--- src/rtl/bcd_display_scanner_pkg.sv ---
// Package bcd_display_pkg: shared types and constants for the BCD display
// scanner slice.
//   state_t     - scan FSM states (BLANK: all digits off, DRIVE: one digit on)
//   SEG_DIGITS  - segment patterns {g,f,e,d,c,b,a} for BCD 0..9, active-high
//   SEG_DASH    - pattern shown for illegal nibbles 10..15
//   SEG_OFF     - all segments dark
package bcd_display_pkg;

  typedef enum logic {
    BLANK = 1'b0,
    DRIVE = 1'b1
  } state_t;

  localparam logic [6:0] SEG_DIGITS [0:9] = '{
    7'h3F, 7'h06, 7'h5B, 7'h4F, 7'h66,
    7'h6D, 7'h7D, 7'h07, 7'h7F, 7'h6F
  };

  localparam logic [6:0] SEG_DASH = 7'h40;
  localparam logic [6:0] SEG_OFF  = 7'h00;

endpackage

--- src/rtl/bcd_to_7seg.sv ---
// bcd_to_7seg: combinational BCD nibble to 7-segment decoder.
//   bcd - 4-bit input nibble
//   seg - segments {g,f,e,d,c,b,a}, active-high; illegal nibbles show a dash
module bcd_to_7seg
  import bcd_display_pkg::*;
(
  input  logic [3:0] bcd,
  output logic [6:0] seg
);

  always_comb begin
    seg = SEG_DASH;
    if (bcd <= 4'd9) begin
      seg = SEG_DIGITS[bcd];
    end
  end

endmodule

--- src/rtl/bcd_display_scanner.sv ---
// bcd_display_scanner: accepts a packed BCD word over valid/ready and scans it
// onto a common-segment multiplexed 7-segment display, one digit at a time
// with a blanking gap before every digit. New words are taken only at the
// frame boundary (last DRIVE cycle of the most significant digit).
//   i_clk, i_aresetn - clock, asynchronous active-low reset
//   i_valid, o_ready - input handshake; transfer when both are high
//   i_bcd            - packed BCD, digit k in bits [4k+3:4k]
//   o_seg            - registered segments {g,f,e,d,c,b,a}, active-high
//   o_dig            - registered one-hot digit enable, bit k = digit k
// Optional build macro LIBSV_BCD_DISPLAY_SCANNER_LZB_EN enables leading-zero
// blanking of digits above digit 0.
module bcd_display_scanner
  import bcd_display_pkg::*;
#(
  parameter int N_DIGITS     = 3,
  parameter int DIGIT_CYCLES = 1000,
  parameter int BLANK_CYCLES = 16
) (
  input  logic                  i_clk,
  input  logic                  i_aresetn,
  input  logic                  i_valid,
  output logic                  o_ready,
  input  logic [4*N_DIGITS-1:0] i_bcd,
  output logic [6:0]            o_seg,
  output logic [N_DIGITS-1:0]   o_dig
);

  localparam int W        = 4 * N_DIGITS;
  localparam int CNT_SPAN = (DIGIT_CYCLES > BLANK_CYCLES) ? DIGIT_CYCLES : BLANK_CYCLES;
  localparam int CNT_MAX  = (CNT_SPAN > 2) ? CNT_SPAN : 2;
  localparam int CW       = $clog2(CNT_MAX);
  localparam int IW       = (N_DIGITS > 1) ? $clog2(N_DIGITS) : 1;

  localparam state_t RESET_STATE = (BLANK_CYCLES == 0) ? DRIVE : BLANK;

  state_t              state_q, state_d;
  logic [IW-1:0]       idx_q, idx_d;
  logic [CW-1:0]       cnt_q, cnt_d;
  logic [W-1:0]        disp_q, disp_d;
  logic [W-1:0]        pend_q, pend_d;
  logic                pend_vld_q, pend_vld_d;
  logic [6:0]          seg_q, seg_d;
  logic [N_DIGITS-1:0] dig_q, dig_d;

  logic                last_digit;
  logic                digit_done;
  logic                boundary;
  logic                xfer;
  logic [3:0]          nibble;
  logic [6:0]          dec_seg;
  logic                lzb_blank;

  assign o_ready    = ~pend_vld_q;
  assign xfer       = i_valid & ~pend_vld_q;
  assign last_digit = (idx_q == IW'(N_DIGITS - 1));
  assign digit_done = (cnt_q == CW'(DIGIT_CYCLES - 1));
  assign boundary   = (state_q == DRIVE) & digit_done & last_digit;

  // Scan sequencing
  always_comb begin
    state_d = state_q;
    idx_d   = idx_q;
    cnt_d   = cnt_q + CW'(1);
    case (state_q)
      BLANK: begin
        if (cnt_q == CW'(BLANK_CYCLES - 1)) begin
          state_d = DRIVE;
          cnt_d   = '0;
        end
      end
      DRIVE: begin
        if (digit_done) begin
          cnt_d   = '0;
          idx_d   = last_digit ? '0 : idx_q + IW'(1);
          state_d = (BLANK_CYCLES == 0) ? DRIVE : BLANK;
        end
      end
      default: begin
        state_d = RESET_STATE;
        idx_d   = '0;
        cnt_d   = '0;
      end
    endcase
  end

  // Handshake and frame-boundary load. A transfer can never coincide with a
  // load because the load only happens while pending is full (o_ready low).
  always_comb begin
    disp_d     = disp_q;
    pend_d     = pend_q;
    pend_vld_d = pend_vld_q;
    if (boundary && pend_vld_q) begin
      disp_d     = pend_q;
      pend_vld_d = 1'b0;
    end
    if (xfer) begin
      pend_d     = i_bcd;
      pend_vld_d = 1'b1;
    end
  end

  // Outputs are computed from next-state values so the registered o_dig/o_seg
  // line up with the registered state, and the first digit after a boundary
  // already sees the newly loaded word.
  always_comb begin
    nibble = disp_d[3:0];
    for (int unsigned k = 0; k < N_DIGITS; k++) begin
      if (idx_d == IW'(k)) begin
        nibble = disp_d[4*k +: 4];
      end
    end
  end

  bcd_to_7seg u_dec (
    .bcd (nibble),
    .seg (dec_seg)
  );

`ifdef LIBSV_BCD_DISPLAY_SCANNER_LZB_EN
  logic upper_zero;

  // Blank digit idx when it and all more significant digits are zero;
  // digit 0 always shows.
  always_comb begin
    upper_zero = 1'b1;
    for (int unsigned k = 0; k < N_DIGITS; k++) begin
      if ((IW'(k) >= idx_d) && (disp_d[4*k +: 4] != 4'd0)) begin
        upper_zero = 1'b0;
      end
    end
    lzb_blank = (idx_d != '0) && upper_zero;
  end
`else
  assign lzb_blank = 1'b0;
`endif

  always_comb begin
    seg_d = SEG_OFF;
    dig_d = '0;
    if (state_d == DRIVE) begin
      seg_d = lzb_blank ? SEG_OFF : dec_seg;
      for (int unsigned k = 0; k < N_DIGITS; k++) begin
        dig_d[k] = (idx_d == IW'(k));
      end
    end
  end

  always_ff @(posedge i_clk or negedge i_aresetn) begin
    if (!i_aresetn) begin
      state_q    <= RESET_STATE;
      idx_q      <= '0;
      cnt_q      <= '0;
      disp_q     <= '0;
      pend_q     <= '0;
      pend_vld_q <= 1'b0;
      seg_q      <= SEG_OFF;
      dig_q      <= '0;
    end else begin
      state_q    <= state_d;
      idx_q      <= idx_d;
      cnt_q      <= cnt_d;
      disp_q     <= disp_d;
      pend_q     <= pend_d;
      pend_vld_q <= pend_vld_d;
      seg_q      <= seg_d;
      dig_q      <= dig_d;
    end
  end

  assign o_seg = seg_q;
  assign o_dig = dig_q;

endmodule

--- config.mk ---
export PLATFORM = sky130hd
export DESIGN_NAME = bcd_display_scanner
export DESIGN_NICKNAME = d
export VERILOG_FILES = /design/src/rtl/bcd_display_scanner_pkg.sv /design/src/rtl/bcd_to_7seg.sv /design/src/rtl/bcd_display_scanner.sv
export SDC_FILE = /design/constraint.sdc
export NUM_CORES = 1
export LEC_CHECK = 0
export CORE_UTILIZATION = 50
export CTS_BUF_LIST = sky130_fd_sc_hd__clkbuf_8
export CTS_CLUSTER_DIAMETER = 200
export CTS_CLUSTER_SIZE = 28
export DETAILED_ROUTE_END_ITERATION = 7
export PLACE_DENSITY_LB_ADDON = 0.05
export SLEW_MARGIN = 10
export SYNTH_ARGS = -nofsm -noshare
export SYNTH_HDL_FRONTEND = slang
export SYNTH_SLANG_ARGS = --single-unit
--- constraint.sdc ---
create_clock -name i_clk -period 5.2 [get_ports i_clk]
set_input_delay 1.04 -clock i_clk [delete_from_list [all_inputs] [get_ports i_clk]]
set_output_delay 1.04 -clock i_clk [all_outputs]
set_load 0.02 [all_outputs]
==> results.ini <==
[routing]
via_per_inst = 5.79
ant_nets = 0
wirelength_mm = 4.45
drt_iter0_drc = 82
vias = 1674
wl_per_cell_um = 15.4
first_pass_iters = 6
post-route-drc-count = 2

[setup_path]
slowest_stage = a21boi_0
cp-start-kind = register
required_ns = 5.38
arrival_ns = 3.30
path_cells = ha_1, and4b_1, and4_4, mux2_2, mux2i_1, mux2i_1, inv_1, ha_1, nor2_1, a21boi_0, o31ai_1
cp_max_fo = 15
cp_num_buf_inv = 1
crit_family = simple AND/OR/NAND/NOR gates
cp.depth = 11
worstRegToRegCells = 11
critPathCaptureType = register
max_stage_delay_ns = 0.42
critical_path_class = reg2reg

[power]
leakage_nw = 1.24
ir_drop_mv = 0.139
finalPower_mw = 0.679
cellPowerDensity_nw_per_um2 = 246

[synth]
yosysTopAreaCell = dfrtp_1
synth_edf_count = 0
syn-num-nets = 234
ys_top_cells_by_area = dfrtp_1 50%, mux2_2 9.8%, ha_1 3.1%
dominantRegCellSynth = dfrtp_1
ys_warn_count = 0
synth_area_per_cell_um2 = 11.3
synthArstFlopShare = 1.00
syn_inst = 213
ys_ff_latch = 48
synth_cell_types = 50
netlist_area_um2 = 2400
ys_seq_area_frac = 0.500
synth_top_area_share = 0.500

[cts]
cts.sinks = 48
cts_tree = built
htree_levels = 2
ctsHoldBuffers = 0
cts_setup_buffers = 0
cts_made_buffers = 5
clockRootBuffer = clkbuf_8
insertion_delay_ns = 0.30
clockBufferDepth = 2
post_cts_resized = 0
clk_transition_reported_paths_ns = 0.09

[global_routing]
grt_pass1_wl_mm = 7.64
grt_pass1_vias = 1639
grt_max_degree = 49
grt_usage = 0.191
antenna_found_initial = 0
grt_overflow_total = 0

[sta]
setup_tns_ns = 0
setup_viol = 0
maxSlewHeadroom = 0.312
max_freq_mhz = 320
rsz0062_at_grt = no
hold_violations = 0
fin_crit_sh = 0.602
worst_pin_slew_ns = 1.02
finalCriticalPeriod_ns = 3.13
skew_ns = 0.00697
drv_slew = 0

[final_layout]
antenna_cells = 0
layout_commonest_cell = dfrtp_1
layout_common_cells = 48 x dfrtp_1, 24 x clkdlybuf4s50_1, 21 x mux2_2, 15 x nor2_1, 11 x inv_1
final_layout_size_suffix_gt1_frac = 0.156
fillerInstances = 390
area.growth.synth_to_final_pct = 14.9
design_area_um2 = 2760
stdcell_count = 289
num-nets-final = 257

[die]
rows = 24
start_util = 0.537
die_h_um = 71.3
die_width_um = 71.3
io_pins = 26
coreArea_um2 = 4470
dieArea_um2 = 5090

[run_status]
violations = DRC
status = finished with violations

[place]
placed_cell_area_um2 = 2650
place.port_buffers = 25
gp_congestion = 0.858
dp_hpwl_mm = 3.20
placed_cells = 281

[min_path]
min_delay_path_depth = 2
hp-class = reg2reg

[flow_run]
maxCapViolations = 0

-- cell usage after synthesis, types with 2 or more instances --
cell,count
a211oi_1,5
nand2_1,10
nor2_1,15
clkbuf_1,3
a21oi_1,6
o21ai_0,6
nand3_1,6
nor4_1,3
xor2_1,4
nor2b_1,2
and3_1,7
mux2i_1,6
ha_1,6
nor3_1,2
buf_2,3
buf_6,3
mux2_2,21
a31oi_1,3
dfrtp_1,48
xnor2_1,5
nand4_1,3
and4b_1,2
nand4b_1,2
inv_1,10
nand2b_1,7
-- through the flow --
step | worst slack (ns) | hold slack (ns) | util
after floorplan | 2.41 | 0.425 | -
after global placement | 2.27 | 0.435 | 0.593
after detailed placement | 2.06 | 0.467 | 0.593
after CTS | 2.03 | 0.489 | 0.617
after global routing | 1.86 | 0.500 | 0.617
final | 2.07 | 0.484 | 0.617
-- worst reg2reg max path, delay by kind of cell (launching register included) --
family	cells	cell delay (ns)
buffers and inverters	1	0.15
adders and majority gates	2	0.46
DFF	1	0.39
muxes	3	0.63
and+or+nand+nor	3	0.83
AOI/OAI and AO/OA	2	0.56
-- state kept, by name, indices dropped and copies added (netlist names) --
| register | cells |
|---|---|
| cnt_q | 10 |
| disp_q | 12 |
| idx_q | 2 |
| o_dig | 3 |
| o_seg | 7 |
| pend_q | 12 |
| pend_vld_q | 1 |
| state_q | 1 |
-- layer usage --
metal | vias to the layer above | share of wire | GRT usage
met1 | 817 | 0.48 | 0.254
met5 | - | 0 | 0
li1 | 809 | - | -
met4 | 0 | 0.0090 | 0.0622
met2 | 44 | 0.47 | 0.310
met3 | 4 | 0.040 | 0.0436
-- area by class of cell --
type	count	area (um2)	area share
Timing Repair Buffer	25	245	0.0888
Tap cell	52	65.1	0.0236
Sequential cell	48	1200	0.435
Clock buffer	5	68.8	0.0249
Multi-Input combinational cell	146	1100	0.400
Inverter	10	37.5	0.0136
Clock inverter	3	38.8	0.0141
-- worst paths after layout --
check / start / endpoint / slack, ns
setup / recovery: cnt_q[0]$_DFF_PN0_ / o_seg[5]$_DFF_PN0_ / 2.07
hold / removal: pend_q[11]$_DFFE_PN0P_ / disp_q[11]$_DFF_PN0_ / 0.48
setup reg to reg: cnt_q[0]$_DFF_PN0_ / o_seg[5]$_DFF_PN0_ / 2.07
hold reg to reg: pend_q[11]$_DFFE_PN0P_ / disp_q[11]$_DFF_PN0_ / 0.48
max in group asynchronous: i_aresetn / state_q$_DFF_PN0_ / 3.65
min in group asynchronous: i_aresetn / o_dig[1]$_DFF_PN0_ / 0.92
-- report_power, final --
group / switching [mW] / internal (mW) / total (mW)
clock: 0.120 / 0.141 / 0.261
sequential: 0.00594 / 0.384 / 0.390
combinational: 0.0106 / 0.0171 / 0.0277
-- cells by family after synthesis --
kind of cell               count (synthesis)  synth area share
buffers and inverters                     19            0.0406
DFF                                       48             0.500
xor gates and xnor gates                   9            0.0328
and+or+nand+nor                           66             0.154
AOI/OAI and AO/OA                         37             0.112
adders and majority gates                  6            0.0312
muxes                                     28             0.130
Note: power is estimated with default switching activity, not from simulation.
